<file path="src/rtl/regfile_sb.sv">
// Register file with per-register busy scoreboard, optional write-to-read forwarding
// and a bulk-clear sequencer that walks every register once.
//
// state | meaning
// IDLE  | normal operation, writes/reserves/clear requests accepted
// CLEAR | zeroing reg[ptr] and busy[ptr], one register per cycle
// DONE  | one-cycle completion pulse, then back to IDLE
module regfile_sb #(
    parameter int DATA_W   = 32,
    parameter int ADDR_W   = 5,
    parameter int ZERO_REG = 1,
    parameter int BYPASS   = 1
) (
    input  logic              clk,
    input  logic              rst,
    input  logic [ADDR_W-1:0] rd_addr1,
    input  logic [ADDR_W-1:0] rd_addr2,
    output logic [DATA_W-1:0] rd_data1,
    output logic [DATA_W-1:0] rd_data2,
    output logic              rd_busy1,
    output logic              rd_busy2,
    input  logic              wr_en,
    input  logic [ADDR_W-1:0] wr_addr,
    input  logic [DATA_W-1:0] wr_data,
    input  logic              rsv_en,
    input  logic [ADDR_W-1:0] rsv_addr,
    input  logic              clr_req,
    output logic              clr_busy,
    output logic              clr_done
);

    localparam int N = 2 ** ADDR_W;
    localparam logic [ADDR_W-1:0] LAST_PTR = ADDR_W'(N - 1);

    typedef enum logic [1:0] {IDLE, CLEAR, DONE} state_t;

    state_t            state;
    logic [ADDR_W-1:0] ptr;
    logic [DATA_W-1:0] regs [N];
    logic [N-1:0]      busy;

    logic isIdle;
    logic wrHit;
    logic rsvHit;
    logic fwdOk;

    assign isIdle = (state == IDLE);
    assign wrHit  = isIdle && wr_en  && !(ZERO_REG != 0 && wr_addr  == '0);
    assign rsvHit = isIdle && rsv_en && !(ZERO_REG != 0 && rsv_addr == '0);
    assign fwdOk  = (BYPASS != 0) && isIdle && wr_en;

    always_ff @(posedge clk or negedge rst) begin
        if (!rst) begin
            state    <= IDLE;
            ptr      <= '0;
            clr_busy <= 1'b0;
            clr_done <= 1'b0;
        end else begin
            case (state)
                IDLE: begin
                    clr_done <= 1'b0;
                    if (clr_req) begin
                        state    <= CLEAR;
                        ptr      <= '0;
                        clr_busy <= 1'b1;
                    end
                end
                CLEAR: begin
                    ptr <= ptr + 1'b1;
                    if (ptr == LAST_PTR) begin
                        state    <= DONE;
                        clr_done <= 1'b1;
                    end
                end
                DONE: begin
                    state    <= IDLE;
                    clr_busy <= 1'b0;
                    clr_done <= 1'b0;
                end
                default: begin
                    state    <= IDLE;
                    clr_busy <= 1'b0;
                    clr_done <= 1'b0;
                end
            endcase
        end
    end

    // Reserve is applied after the write so a same-address pair leaves busy set.
    always_ff @(posedge clk or negedge rst) begin
        if (!rst) begin
            for (int i = 0; i < N; i++) regs[i] <= '0;
            busy <= '0;
        end else if (state == CLEAR) begin
            regs[ptr] <= '0;
            busy[ptr] <= 1'b0;
        end else begin
            if (wrHit) begin
                regs[wr_addr] <= wr_data;
                busy[wr_addr] <= 1'b0;
            end
            if (rsvHit) busy[rsv_addr] <= 1'b1;
        end
    end

    logic [ADDR_W-1:0] rdAddr [2];
    logic [DATA_W-1:0] rdData [2];
    logic [1:0]        rdBusy;

    assign rdAddr[0] = rd_addr1;
    assign rdAddr[1] = rd_addr2;

    always_comb begin
        for (int k = 0; k < 2; k++) begin
            rdData[k] = regs[rdAddr[k]];
            rdBusy[k] = busy[rdAddr[k]];
            if (!rst || (ZERO_REG != 0 && rdAddr[k] == '0)) begin
                rdData[k] = '0;
                rdBusy[k] = 1'b0;
            end else if (fwdOk && wr_addr == rdAddr[k]) begin
                rdData[k] = wr_data;
                rdBusy[k] = 1'b0;
            end
        end
    end

    assign rd_data1 = rdData[0];
    assign rd_data2 = rdData[1];
    assign rd_busy1 = rdBusy[0];
    assign rd_busy2 = rdBusy[1];

endmodule

</file>
<file path="config.mk">
export PLATFORM = sky130hd
export DESIGN_NAME = regfile_sb
export DESIGN_NICKNAME = d
export VERILOG_FILES = /design/src/rtl/regfile_sb.sv
export SDC_FILE = /design/constraint.sdc
export NUM_CORES = 2
export LEC_CHECK = 0
export CORE_MARGIN = 10
export CORE_UTILIZATION = 64
export CTS_CLUSTER_SIZE = 30
export DETAILED_ROUTE_END_ITERATION = 12
export GPL_TIMING_DRIVEN = 0
export HOLD_SLACK_MARGIN = 0.06
export PLACE_DENSITY = 0.83
export SYNTH_ARGS = -nofsm -noshare
export SYNTH_HDL_FRONTEND = slang
export SYNTH_SLANG_ARGS = --single-unit
</file>
<file path="constraint.sdc">
create_clock -name clk -period 3.9 [get_ports clk]
set_input_delay 0.78 -clock clk [delete_from_list [all_inputs] [get_ports clk]]
set_output_delay 0.78 -clock clk [all_outputs]
set_load 0.005 [all_outputs]
</file>
# Yosys cells after proc, flatten, opt, wreduce, memory -nomap -nowiden
# Index checks and enable logic that the tools add are counted.
[word_totals] reg_bits=1065
[classes] n_addsub=1 magnitude_cmp=14 n_eq_ne=6 muxes=44 bitwise=12 reduce_logical=26
[ops] operator="$mux W1024" count=2
[ops] operator="$and A1024 B1024 Y1024" count=1
[ops] operator="$bwmux W1024" count=1
[ops] operator="$not A1024 Y1024" count=1
[ops] operator="$mux W32" count=14
[ops] operator="$bmux W32 S5" count=2
[ops] operator="$demux W32 S5" count=2
[ops] operator="$and A32 B32 Y32" count=2
[ops] operator="$not A32 Y32" count=2
[ops] operator="$or A32 B32 Y32" count=1
[ops] operator="$lt A5 B6 Y1 const B" count=5
[ops] operator="$ge A6 B6 Y1 const B" count=4
[ops] operator="$not A5 Y6" count=4
[ops] operator="$logic_not A5 Y1" count=4
[ops] operator="$demux W1 S5" count=3
[ops] operator="$ge A5 B1 Y1 const B" count=3
[ops] operator="$lt A6 B1 Y1 const B" count=2
[ops] operator="$mux W1" count=12
[ops] operator="$logic_and A1 B1 Y1" count=11
[ops] operator="$bmux W1 S5" count=2
[ops] operator="$eq A5 B5 Y1" count=2
[ops] operator="$pmux W5 S2" count=1
[ops] operator="$reduce_and A2 Y1" count=3
[ops] operator="$add A5 B1 Y5 const B" count=1
[ops] operator="12 further kinds" count=18

# Depth between registers and ports, before layout
[depth] ltp_word=11 ltp_mapped=9 depth_no_buf=5

# Worst setup path before layout
# Ideal clock, no wire load.
[synth_timing] kind="input port to output port" from="input rd_addr1[0]" to="output rd_data1[10]" arrival_ps=2400 required_ps=3120 setup_slack_ps=720 cell_stages=7 path_buffers=3 cell_sequence="buf_6 buf_6 buf_2 mux4_2 a211oi_1 a211oi_1 a211o_1"
[synth_via] elab_chain_len=6 elab_cells_between_ends=10 cone_classes="eq/ne: 1; mux: 5; bitwise: 1; reduce/logical: 3"
[synth_lines] element="start: declaration" line_no="16" rtl="input logic [ADDR_W-1:0] rd_addr1,"
[synth_lines] element="$not A5 Y6 (implied by the code)" line_no="115" rtl="rdData[k] = regs[rdAddr[k]];"
[synth_lines] element="$bmux W32 S5" line_no="115"
[synth_lines] element="$mux W32 (implied by the code) (2 in series)" line_no="115"
[synth_lines] element="$mux W32" line_no="120" rtl="end else if (fwdOk && wr_addr == rdAddr[k]) begin"
[synth_lines] element="$mux W32 (*)" line_no="117" rtl="if (!rst || (ZERO_REG != 0 && rdAddr[k] == '0)) begin"
[synth_lines] element="end: declaration" line_no="18" rtl="output logic [DATA_W-1:0] rd_data1,"
# Mark *: on every way between the ends. The rest lies on a longest branch, timed or not. The select of a mux whose other input is x is not followed.

# Worst setup path in the final report
[layout_timing] from="input rd_addr2[2]" to="output rd_data2[9]"
[layout_via] elab_chain_len=6 elab_cells_between_ends=10 cone_classes="eq/ne: 1; mux: 5; bitwise: 1; reduce/logical: 3"
[layout_lines] element="start: declaration" line_no="17" rtl="input logic [ADDR_W-1:0] rd_addr2,"
[layout_lines] element="$not A5 Y6 (implied by the code)" line_no="115"
[layout_lines] element="$bmux W32 S5" line_no="115"
[layout_lines] element="$mux W32 (implied by the code) (2 in series)" line_no="115"
[layout_lines] element="$mux W32" line_no="120"
[layout_lines] element="$mux W32 (*)" line_no="117"
[layout_lines] element="end: declaration" line_no="19" rtl="output logic [DATA_W-1:0] rd_data2,"
# Marks and branches as above.

==> flow_summary.json <==
{
  "endpoint_kind": "primary output",
  "yosys_warnings": 0,
  "ys_types": 62,
  "clockBufferDepth": 3,
  "cts_max_level": 3,
  "reg2reg_from": "state[1]",
  "portBuffers": 83,
  "p_per_area_mw_per_mm2": 417,
  "worst-path-max-fanout": 10,
  "cp_data_arrival_time_ps": 3290,
  "cts_root_buf": "clkbuf_16",
  "synthTopCellsByArea": "dfrtp_1 48%, mux4_2 19%, a22o_1 16%",
  "grt_use_total_pct": 47.9,
  "core_area_sq_mm": 0.0866,
  "synthAdderAreaFrac_pct": 0.112,
  "routed_wl_microns": 243000,
  "fin_crit_ps": 4070,
  "worstPathCellList": "clkdlybuf4s15_2 > buf_8 > clkbuf_4 > mux4_2 > mux2i_4 > a21oi_1 > nand3_1 > o22ai_2 > clkdlybuf4s50_1",
  "grt_setup_unrepaired": "yes",
  "vdd_ir_drop_max_mv": 0.417,
  "syn_to_final_growth_pct": 19.7,
  "fin_nets": 4436,
  "synth_seq_cells": 1065,
  "synthFlopType": "dfrtp_1",
  "hpwl_microns": 166000,
  "synth-edff-count": 0,
  "drt_pass1_iterations": 9,
  "die_w_microns": 315,
  "utilization_pct": 77.2,
  "drt_iter0_markers": 8588,
  "grt_pass1_vias": 46500,
  "via_per_inst": 8.47,
  "ys_async_sr_fraction_pct": 100,
  "drive_gt1_share_pct": 28.9,
  "required_ps": 3120,
  "final-setup-viol-count": 26,
  "fin_total_pwr_mw": 27.9,
  "dieArea_sq_mm": 0.0995,
  "fin_ws_ps": -171,
  "muxShareOfSynthArea_pct": 23.1,
  "violations": "setup timing",
  "synth_area_per_cell_sq_um": 13.6,
  "syn_inst": 4100,
  "synth_top_cell_area_share_pct": 47.7,
  "drcViolationCount": 0,
  "ys_top_cells_by_count": "1,065 x dfrtp_1, 1,025 x a22o_1, 475 x mux4_2, 340 x clkbuf_1, 214 x mux2i_1",
  "hold_path_class": "in2async",
  "power.leakage_nw": 29.5,
  "cp_top_family": "buffers and inverters",
  "tightestPinTransition_ps": 1440,
  "critPathKind": "in2out",
  "stdcell_count": 5641,
  "ios": 125,
  "synth.most_common_cell": "dfrtp_1",
  "hold_viol_final": 0,
  "status": "complete, but fails checks",
  "drv_cap": 0,
  "synth_compound_area_share_pct": 21.6,
  "antenna_found_initial": 23,
  "ys_seq_area_share_pct": 47.7,
  "startpoint": "rd_addr2[2]",
  "period_share_pct": 104,
  "cp-start-kind": "input port",
  "max_stage_delay_ps": 570,
  "critPathSlowestCell": "clkdlybuf4s50_1",
  "fin_tns_setup_ps": -1590,
  "drtAntennaViolNets": 0,
  "die_y_microns": 315,
  "overflow": 0,
  "synth_top_family_by_area": "multiplexers",
  "path_depth": 9,
  "yosysTopAreaCell": "dfrtp_1",
  "syn_nets": 4162,
  "num_vias": 47800,
  "max_slew_margin_pct": 3.56,
  "numCtsBuffers": 110,
  "r2r_cells": 7,
  "stdcell_area_sq_mm": 0.0669,
  "start_util_pct": 64.5,
  "clk_latency_ps": 760,
  "row_count": 108,
  "synth_xor_area_share_pct": 0.157,
  "wl_per_cell_microns": 43.1,
  "cts_tree": "done",
  "slew_violations": 0,
  "placed_cells": 5345,
  "grt_pass1_wl_microns": 341000,
  "gp_congestion": 1.07,
  "critical_path_buf_inv_count": 4,
  "grt_max_degree": 173,
  "clk_pin_slew_ps": 60,
  "clkSinkCount": 1065,
  "syn_area_sq_mm": 0.0559,
  "skew_ps": 21.4,
  "place_area_sq_mm": 0.0583,
  "synth_simple_gate_area_share_pct": 2.76,
  "fmax_mhz": 246
}
-- worst reg2reg max path, cell delays in order (launching register included) --
cell and delay, ps:
dfrtp_1 400, buf_6 170, nand2b_1 150, buf_4 240, nor3_1 1060, a31oi_1 510, clkbuf_1 540, a22o_1 360
-- final timing paths --
kind                                to  slack [ps]
hold / removal               regs[507]         140
setup / recovery           rd_data2[9]        -170
hold reg to reg             regs[1016]         510
min in group clk            regs[1016]         510
max in group asynchronous    regs[912]        1790
setup reg to reg             regs[882]         350
-- cell type report --
cell class,instances,area (sq um)
Inverter,39,154
Antenna cell,19,47.5
Clock inverter,54,739
Tap cell,1155,1450
Buffer,545,4050
Multi-Input combinational cell,2449,28800
Clock buffer,151,3090
Sequential cell,1065,26700
Fill cell,4884,19700
Timing Repair Buffer,164,1880
-- report_power, final --
group / switching (mW) / internal, mW / total [mW]
Sequential: 0.289 / 11.3 / 11.6
Combinational: 3.23 / 1.52 / 4.75
Clock: 4.94 / 6.55 / 11.5
-- through the flow --
step	setup WS, ps	hold slack, ps
floorplan	720	467
global placement	-47030	484
detailed placement	-2040	489
CTS	-96.1	175
global route	-125	192
finish	-171	142
-- state kept, by name, summed over array words and instances, names as in the netlist --
name / count
regs: 1024
state: 2
clr_busy: 1
busy: 32
ptr: 5
clr_done: 1
-- layout by cell type (no fill, tap or decap), types with 23 or more instances in the layout --
| cell type | netlist | final |
|---|---|---|
| a31oi_1 | 27 | 26 |
| inv_1 | 37 | 36 |
| clkbuf_8 | 0 | 44 |
| nor2b_1 | 40 | 40 |
| nand3_1 | 36 | 29 |
| clkbuf_2 | 0 | 26 |
| nor2_1 | 60 | 53 |
| a211o_1 | 30 | 23 |
| clkinv_2 | 0 | 23 |
| a21oi_1 | 71 | 66 |
| buf_2 | 140 | 76 |
| o22ai_4 | 0 | 31 |
| buf_4 | 33 | 72 |
| mux2i_1 | 214 | 155 |
| clkbuf_1 | 340 | 287 |
| buf_6 | 6 | 47 |
| a211oi_1 | 62 | 29 |
| mux2i_4 | 0 | 26 |
| a22o_1 | 1025 | 1025 |
| clkbuf_16 | 0 | 123 |
| dlygate4sd2_1 | 0 | 23 |
| nand2_1 | 43 | 43 |
| buf_12 | 0 | 34 |
| and2_1 | 38 | 37 |
| buf_8 | 0 | 30 |
| mux4_2 | 475 | 475 |
| a22oi_1 | 36 | 36 |
| o21bai_1 | 31 | 31 |
| dfrtp_1 | 1065 | 1065 |
| clkdlybuf4s50_1 | 0 | 25 |
| a221oi_2 | 0 | 26 |
| mux2i_2 | 0 | 33 |
| a211oi_4 | 0 | 27 |
-- layer usage --
metal / share of wire, % / GRT usage [%] / up-vias
li1: - / - / 17200
met4: 8.1 / 28.6 / 36
met1: 32 / 57.3 / 24100
met2: 40 / 64.0 / 5190
met3: 19 / 31.0 / 1280
met5: 0.26 / 1.01 / -
-- repair_timing --
item,in CTS,in global routing
endpoints found under the hold margin,13,0
pin swaps,40,33
setup buffers,26,34
gates cloned,9,4
setup endpoints to repair,66,56
hold buffers,1,0
gates resized for setup,816,148
-- kinds of logic after synthesis --
kind of cell	count (synthesis)
flip-flops	1065
AND/OR/NAND/NOR	284
buffers and inverters	586
adder cells (fa/ha/maj)	5
multiplexers	695
AO/OA/AOI/OAI	1455
XOR/XNOR	10
(Power assumes the default switching activity.)
